<file path="src/rtl/call_stack_ctrl.sv">
//==============================================================================
// Module      : call_stack_ctrl
// Description : Call-stack pointer/sequencer driving a single-port synchronous
//               stack memory. Optional top-of-stack cache: FSTACK_TOS_CACHE_EN.
// Revision    : 1.0 - initial release
//==============================================================================
`default_nettype none

module call_stack_ctrl #(
    parameter int IA_WIDTH   = 12,
    parameter int D_WIDTH    = 34,
    parameter int DEPTH_LOG2 = 4
) (
    input  logic                  clk,
    input  logic                  rst_n_i,
    input  logic                  push_i,
    input  logic [IA_WIDTH-1:0]   push_addr_i,
    input  logic                  pop_i,
    input  logic                  clear_i,
    output logic                  ready_o,
    output logic [IA_WIDTH-1:0]   ret_addr_o,
    output logic                  ret_valid_o,
    output logic [DEPTH_LOG2:0]   depth_o,
    output logic                  overflow_o,
    output logic                  underflow_o,
    output logic                  mem_we_o,
    output logic [DEPTH_LOG2-1:0] mem_addr_o,
    output logic [D_WIDTH-1:0]    mem_din_o,
    input  logic [D_WIDTH-1:0]    mem_dout_i
);

    typedef enum logic [1:0] {
        S_IDLE     = 2'd0,
        S_POP_WAIT = 2'd1,
        S_ERR      = 2'd2,
        S_REFILL   = 2'd3
    } state_t;

    localparam logic [DEPTH_LOG2:0]   c_FULL   = {1'b1, {DEPTH_LOG2{1'b0}}};
    localparam logic [DEPTH_LOG2:0]   c_SP_ONE = {{DEPTH_LOG2{1'b0}}, 1'b1};
    localparam logic [DEPTH_LOG2-1:0] c_A_ONE  = {{(DEPTH_LOG2-1){1'b0}}, 1'b1};

    state_t                r_state, w_state_nxt;
    logic [DEPTH_LOG2:0]   r_sp, w_sp_nxt;
    logic                  r_ovf, r_unf;
    logic [IA_WIDTH-1:0]   r_ret_addr;
    logic                  r_ret_valid;
    logic                  w_empty, w_full;
    logic [DEPTH_LOG2-1:0] w_top;
    logic                  w_we;
    logic [DEPTH_LOG2-1:0] w_addr;
    logic                  w_set_ovf, w_set_unf, w_clr;
    logic                  w_unused;

`ifdef FSTACK_TOS_CACHE_EN
    logic [IA_WIDTH-1:0]   r_tos;
    logic                  w_pop_go;
    logic [DEPTH_LOG2-1:0] w_below;
    assign w_below = w_top - c_A_ONE;
`endif

    assign w_empty  = (r_sp == '0);
    assign w_full   = (r_sp == c_FULL);
    // Low bits of sp-1 wrap correctly even when sp == 2^DEPTH_LOG2.
    assign w_top    = r_sp[DEPTH_LOG2-1:0] - c_A_ONE;
    assign w_unused = ^mem_dout_i[D_WIDTH-1:IA_WIDTH];

    always_comb begin
        w_state_nxt = r_state;
        w_sp_nxt    = r_sp;
        w_we        = 1'b0;
        w_addr      = r_sp[DEPTH_LOG2-1:0];
        w_set_ovf   = 1'b0;
        w_set_unf   = 1'b0;
        w_clr       = 1'b0;
`ifdef FSTACK_TOS_CACHE_EN
        w_pop_go    = 1'b0;
`endif
        case (r_state)
            S_IDLE: begin
                if (pop_i) begin
                    if (w_empty) begin
                        w_set_unf   = 1'b1;
                        w_state_nxt = S_ERR;
                    end else if (push_i) begin
                        // Tail call: replace the top entry in place.
                        w_we   = 1'b1;
                        w_addr = w_top;
                    end else begin
                        w_sp_nxt = r_sp - c_SP_ONE;
`ifdef FSTACK_TOS_CACHE_EN
                        // Prefetch the new top so REFILL can latch it.
                        w_pop_go    = 1'b1;
                        w_addr      = w_below;
                        w_state_nxt = (w_sp_nxt == '0) ? S_IDLE : S_REFILL;
`else
                        w_addr      = w_top;
                        w_state_nxt = S_POP_WAIT;
`endif
                    end
                end else if (push_i) begin
                    if (w_full) begin
                        w_set_ovf   = 1'b1;
                        w_state_nxt = S_ERR;
                    end else begin
                        w_we     = 1'b1;
                        w_sp_nxt = r_sp + c_SP_ONE;
                    end
                end
            end
            S_POP_WAIT: w_state_nxt = S_IDLE;
            S_ERR: begin
                if (clear_i) begin
                    w_clr       = 1'b1;
                    w_state_nxt = S_IDLE;
                end
            end
            default: w_state_nxt = S_IDLE;
        endcase
    end

    always_ff @(posedge clk or negedge rst_n_i) begin
        if (!rst_n_i) begin
            r_state     <= S_IDLE;
            r_sp        <= '0;
            r_ovf       <= 1'b0;
            r_unf       <= 1'b0;
            r_ret_addr  <= '0;
            r_ret_valid <= 1'b0;
        end else begin
            r_state <= w_state_nxt;
            r_sp    <= w_sp_nxt;
            if (w_clr) begin
                r_ovf <= 1'b0;
                r_unf <= 1'b0;
            end else begin
                if (w_set_ovf) r_ovf <= 1'b1;
                if (w_set_unf) r_unf <= 1'b1;
            end
`ifdef FSTACK_TOS_CACHE_EN
            r_ret_valid <= w_pop_go;
            if (w_pop_go) r_ret_addr <= r_tos;
`else
            r_ret_valid <= (r_state == S_POP_WAIT);
            if (r_state == S_POP_WAIT) r_ret_addr <= mem_dout_i[IA_WIDTH-1:0];
`endif
        end
    end

`ifdef FSTACK_TOS_CACHE_EN
    always_ff @(posedge clk or negedge rst_n_i) begin
        if (!rst_n_i) begin
            r_tos <= '0;
        end else if (w_we) begin
            r_tos <= push_addr_i;
        end else if (r_state == S_REFILL) begin
            r_tos <= mem_dout_i[IA_WIDTH-1:0];
        end
    end
`endif

    assign ready_o     = (r_state == S_IDLE);
    assign ret_addr_o  = r_ret_addr;
    assign ret_valid_o = r_ret_valid;
    assign depth_o     = r_sp;
    assign overflow_o  = r_ovf;
    assign underflow_o = r_unf;
    assign mem_we_o    = w_we;
    assign mem_addr_o  = w_addr;
    assign mem_din_o   = {{(D_WIDTH-IA_WIDTH){1'b0}}, push_addr_i};

endmodule

`default_nettype wire

</file>
<file path="config.mk">
export PLATFORM = sky130hd
export DESIGN_NAME = call_stack_ctrl
export DESIGN_NICKNAME = d
export VERILOG_FILES = /design/src/rtl/call_stack_ctrl.sv
export SDC_FILE = /design/constraint.sdc
export NUM_CORES = 1
export LEC_CHECK = 0
export ABC_AREA = 0
export CAP_MARGIN = 10
export CORE_UTILIZATION = 30
export CTS_CLUSTER_DIAMETER = 40
export DETAILED_ROUTE_END_ITERATION = 8
export PLACE_DENSITY = 0.74
export RECOVER_POWER = 25
export SLEW_MARGIN = 25
export SYNTH_ARGS = -nofsm -noshare
export SYNTH_HDL_FRONTEND = slang
export SYNTH_SLANG_ARGS = --single-unit
</file>
<file path="constraint.sdc">
create_clock -name clk -period 3.2 [get_ports clk]
set_clock_uncertainty 0.2 [all_clocks]
set_input_delay 0.8 -clock clk [delete_from_list [all_inputs] [get_ports clk]]
set_output_delay 0.8 -clock clk [all_outputs]
set_load 0.02 [all_outputs]
</file>
=== Yosys cells after proc, flatten, opt, wreduce, memory -nomap -nowiden ===
Cells that the tools add are included.

* Bits in registers: 22
* Bits of input ports: 51
* Output and inout port bits: 60
* Logic and storage cells: 60

* Add/sub/neg operators: 3
* Equality and inequality tests: 10
* Muxes and demuxes: 34
* Reductions and logical operators: 7

{| class="wikitable"
|+ Operators with widths
! cell !! count
|-
| 5-bit 2-to-1 mux || 5
|-
| 1-bit 2-to-1 mux || 19
|-
| 2-bit 2-to-1 mux || 6
|-
| 4-bit 2-to-1 mux || 3
|-
| 2-bit != test (second input constant) || 4
|-
| 2-bit nonzero test || 3
|-
| 5-bit by 1-bit adder with 5-bit output (second input constant) || 1
|-
| 5-bit equality test (second input constant) || 1
|-
| 5-bit logical NOT || 1
|-
| 5-bit AND reduction || 1
|-
| 5-bit by 1-bit subtractor with 5-bit output (second input constant) || 1
|-
| 4-bit by 3-bit != test with 1-bit output (second input constant) || 1
|-
| 2-bit one-hot mux with 2 select lines || 1
|-
| 4-bit AND reduction || 1
|-
| 4-bit by 1-bit subtractor with 4-bit output (second input constant) || 1
|-
| 3-bit by 2-bit != test with 1-bit output (second input constant) || 1
|-
| 3-bit != test (second input constant) || 1
|-
| 2-bit by 1-bit equality test with 1-bit output (second input constant) || 1
|-
| 2-bit equality test (second input constant) || 1
|-
| 2-bit logical NOT || 1
|}

=== Depth between registers and ports, before layout ===
* Depth in word-level cells: 7
* Gate-level depth with buffers: 6
* Mapped depth without buffers: 6

=== Worst setup path before layout ===
OpenSTA, ideal clock, no wires.

* Path kind: flip-flop to output port
* Start: reg r_sp[0], in the netlist depth_o[0]
* End: out mem_addr_o[1]
* Arrival: 1.869 ns
* Data required time: 2.200 ns
* Setup slack: 0.331 ns
* Stages on the path, launching flop included: 7
* Path buffers: 0
* Cell sequence: dfrtp_1 > inv_1 > ha_1 > or4b_2 > nand2_1 > nand2_1 > o21ai_0

* Word-level cells in the longest chain between the ends: 4
* Elaborated cells on any way between the ends: 5
* Classes of those cells: add/sub: 1; mux: 3; reduce/logical: 1

{| class="wikitable"
|+ RTL lines
! element !! line !! source
|-
| start: declaration || 44 || <nowiki>logic [DEPTH_LOG2:0] r_sp, w_sp_nxt;</nowiki>
|-
| start signal: assignment || 132 || <nowiki>r_sp <= w_sp_nxt;</nowiki>
|-
| 4-bit by 1-bit subtractor with 4-bit output or 5-bit logical NOT (tied branches) || 65, 62 ||
|-
| 4-bit 2-to-1 mux (*) || 82 || <nowiki>if (w_empty) begin</nowiki>
|-
| 4-bit 2-to-1 mux (*) || 81 || <nowiki>if (pop_i) begin</nowiki>
|-
| 4-bit 2-to-1 mux (*) || 79 || <nowiki>case (r_state)</nowiki>
|-
| end: declaration || 27 || <nowiki>output logic [DEPTH_LOG2-1:0] mem_addr_o,</nowiki>
|}

Every way passes the cells marked *; elsewhere a longest branch is shown, timed or not.

=== Worst setup path in the final report ===
* Start: in pop_i
* End: out mem_we_o

* Word-level cells in the longest chain between the ends: 2

{| class="wikitable"
|+ RTL lines
! element !! line !! source
|-
| start: declaration || 18 || <nowiki>input logic pop_i,</nowiki>
|-
| 1-bit 2-to-1 mux || 81 ||
|-
| 1-bit 2-to-1 mux || 79 ||
|-
| end: declaration || 26 || <nowiki>output logic mem_we_o,</nowiki>
|}

No other way between the ends.

==> flow_summary.yaml <==
layout:
  seq_area_um2: 551
  areaGrowthSynthToFinish_pct: 36.4
  multiInputGateArea_um2: 673
  layout-drive-gt1-share_pct: 23.7
  diodes: 0
  final_net_count: 250
  fillCellCount: 433
route:
  avgViaCountPerCell: 4.39
  wirelength_um: 2910
  postRouteAntennaNets: 0
  detailroute.via_count: 1062
  remaining_drc_errors: 14
  wl_per_cell_um: 12.0
  drt_iter0_markers: 60
  first_pass_iters: 7
die:
  dieArea_mm2: 0.00499
  core_mm2: 0.00444
  ios: 111
  vertical_die_dimension_um: 70.6
  floorplan.die.width_um: 70.6
  std_cell_rows: 24
  initial_util_pct: 31.8
global_route:
  first_global_vias: 994
  grt.overflow.total: 0
  grt_antenna_before_repair: 0
  grt_max_degree: 23
  total_routing_resource_utilization_after_global_routing_pct: 11.4
  grt_pass1_wl_um: 4520
run:
  cap_viol_max_count: 0
place:
  detailedPlacementHpwl_um: 2220
  port-buffer-count: 42
  gp_congestion: 0.775
logic_synthesis:
  post_synth_and_or_nand_nor_area_fraction_pct: 13.9
  seq_total_area_yosys_pct: 39.0
  post-synth-top-area-fraction_pct: 39.0
  async_reset_ff_share_pct: 100
  ys_top_cells_by_area: "dfrtp_1, buf_4, mux2_2"
  synth_fa_ha_area_share_pct: 7.62
  synth_edf_count: 0
  compound_cell_area_share_of_the_yosys_netlist_pct: 7.44
  synth_mux_area_share_pct: 9.57
  ys_warn_count: 0
  yosys_register_bits: 22
  syn-mean-instance-area_um2: 10.3
  synth_cell_type_count: 35
  synth.cell_area_mm2: 0.00141
  yosys_most_used_dff: "dfrtp_1"
  gate_count_post_synth: 137
  synth_top_cell_by_area: "dfrtp_1"
  yosys.area_share.xor_xnor_pct: 2.48
  largest_family_of_logic_cells_by_synthesized_area: "buffers and inverters"
setup_path:
  worst-r2r-setup-slack_ns: 1.24
  critPathBufInv: 3
  criticalPathCategory: "in2out"
  path_depth: 6
  regToRegStartpoint: "depth_o[0]"
  endpoint: "mem_we_o"
  critical_path.most_common_cell: "buf_4"
  critPathArrivalTime_ns: 2.11
  worst_ep_required_time_ns: 2.20
  timing.critical_path.cells: "clkdlybuf4s50_1 -> buf_4 -> xor2_1 -> and2_1 -> nor4_2 -> buf_4"
  reg2regPathDepth: 7
  worst_setup_path_end_kind: "output pin"
  reg2reg_to: "r_state[1]"
  cp_max_fo: 10
  critical_path.startpoint: "pop_i"
  critical_path.slowest_cell: "clkdlybuf4s50_1"
  timing.critical_path.slowest_cell_delay_ns: 0.43
  critPathTopFamily: "buffers and inverters"
  critical_path.startpoint_type: "input pin"
clock_tree:
  tritoncts_clock_tree: "done"
  cts.clk_slew.worst_paths_ns: 0.08
  cts_root_buf: "clkbuf_8"
  cts_repair_resize_count: 23
  cts_setup_buffers: 0
  tritoncts_num_sinks: 22
  cts_hold_repair.buffers: 0
  cts_inserted_buffers: 3
  cts.path.max_buffers: 2
  cts_h_tree_depth: 1
  clock_latency_ns: 0.26
min_path:
  hp-class: "reg2reg"
  hold_path_startpoint: "ret_addr_o[6]"
  whs_path_depth: 1
power_and_ir_drop:
  p_comb_share_pct: 60.1
  report.power.total_w: 0.00182
  power.switching_w: 0.000711
  power.static_leakage_nw: 0.903
  p_sw_share_pct: 39.1
  p_per_area_mw_per_mm2: 945
  max-vdd-ir-drop_mv: 0.291
  clock_power_share_pct: 14.3
  intPower_w: 0.00111
  power_frac_seq_pct: 25.6
timing:
  max_freq_mhz: 321
  timing.final.setup_violations: 0
  timing.setup.tns_ns: 0
  tightest_slew_ns: 1.21
  hold_viol: 0
  timing.final.crit_share_pct: 97.3
  shortest_clock_period_the_worst_path_allows_after_layout_ns: 3.11
  unrepaired_setup_endpoints_after_global_routing: "yes"
  number_of_max_slew_violations_in_the_final_report: 0
  maxSlewHeadroom_pct: 19.1
status:
  status: "complete, but fails checks"
  failing_checks: "DRC"
final cells by class:
type                            count  share of cell area (%)
Inverter                            5                   0.974
Multi-Input combinational cell     96                    34.9
Clock buffer                        3                    2.14
Tap cell                           52                    3.38
Timing Repair Buffer               63                    28.4
Clock inverter                      1                    1.56
Sequential cell                    22                    28.6
how the worst min path moves through the flow:
stage / slack, ns / end
floorplan: 0.30 / depth_o[0]
global placement: 0.29 / ret_addr_o[2]
detailed placement: 0.29 / underflow_o
CTS: 0.31 / ret_addr_o[6]
global route: 0.33 / ret_addr_o[6]
finish: 0.31 / ret_addr_o[6]
layout by cell type (no fill, tap or decap), drive strengths merged, types with 2 or more instances in the layout:
master and instances:
clkdlybuf4s50 36, buf 24, conb 22, dfrtp 22
mux2 12, nand2 9, ha 7, inv 5
clkbuf 5, nor2 4, o21ai 4, nor3 3
a21o 3, nand3 3, nand2b 3, a21oi 3
xnor2 2, xor2 2, and2 2, nor3b 2
sequential cells by signal, summed over array words and instances (netlist names):
name,count
ret_addr_o,12
depth_o,5
r_state,2
overflow_o,1
ret_valid_o,1
underflow_o,1
metrics by stage:
stage               setup slack (ns)  hold WS [ns]  cell area (um2)  cells  utilization, %
floorplan                      0.331         0.304             1490    158               -
global placement              -0.421         0.288             1870    238            42.2
detailed placement            -0.421         0.290             1870    238            42.2
CTS                          0.00191         0.315             1930    242            43.5
global route                 -0.0123         0.328             1930    242            43.4
finish                        0.0864         0.308             1930    242            43.4
per-layer routing:
metal | routed length [um] | GRT usage (%) | up-vias
met2 | 1320 | 19.2 | 40
met1 | 1360 | 14.7 | 505
met3 | 189 | 1.42 | 2
met5 | 0 | 0 | -
met4 | 34 | 4.89 | 0
li1 | - | - | 515
synthesized netlist by cell type, types with 2 or more instances:
master	n
and2_1	2
dfrtp_1	22
nand2_1	9
mux2_2	12
a21o_1	3
inv_1	5
nor2_1	4
xnor2_1	2
xor2_1	2
o21ai_0	4
nor3_1	3
nor3b_1	2
ha_1	7
nand3_1	3
buf_4	34
nand2b_1	3
a21oi_1	2
cell families (layout without fill, tap and decap cells):
family | after synthesis | after routing
compound gates | 15 | 15
buf+inv | 40 | 72
other cells | 1 | 22
fa+ha+maj | 8 | 8
flops | 22 | 22
xor+xnor | 4 | 4
mux | 12 | 12
simple gates | 35 | 35
power groups by stage:
stage / sequential [W] / combinational (W) / clock (W)
floorplan: 0.000647 / 0.000450 / 0
global placement: 0.000464 / 0.00112 / 0
detailed placement: 0.000471 / 0.00113 / 0
CTS: 0.000468 / 0.00111 / 0.000266
global route: 0.000482 / 0.00117 / 0.000278
finish: 0.000467 / 0.00109 / 0.000260
No activity file was read; power rests on OpenSTA's default activity.
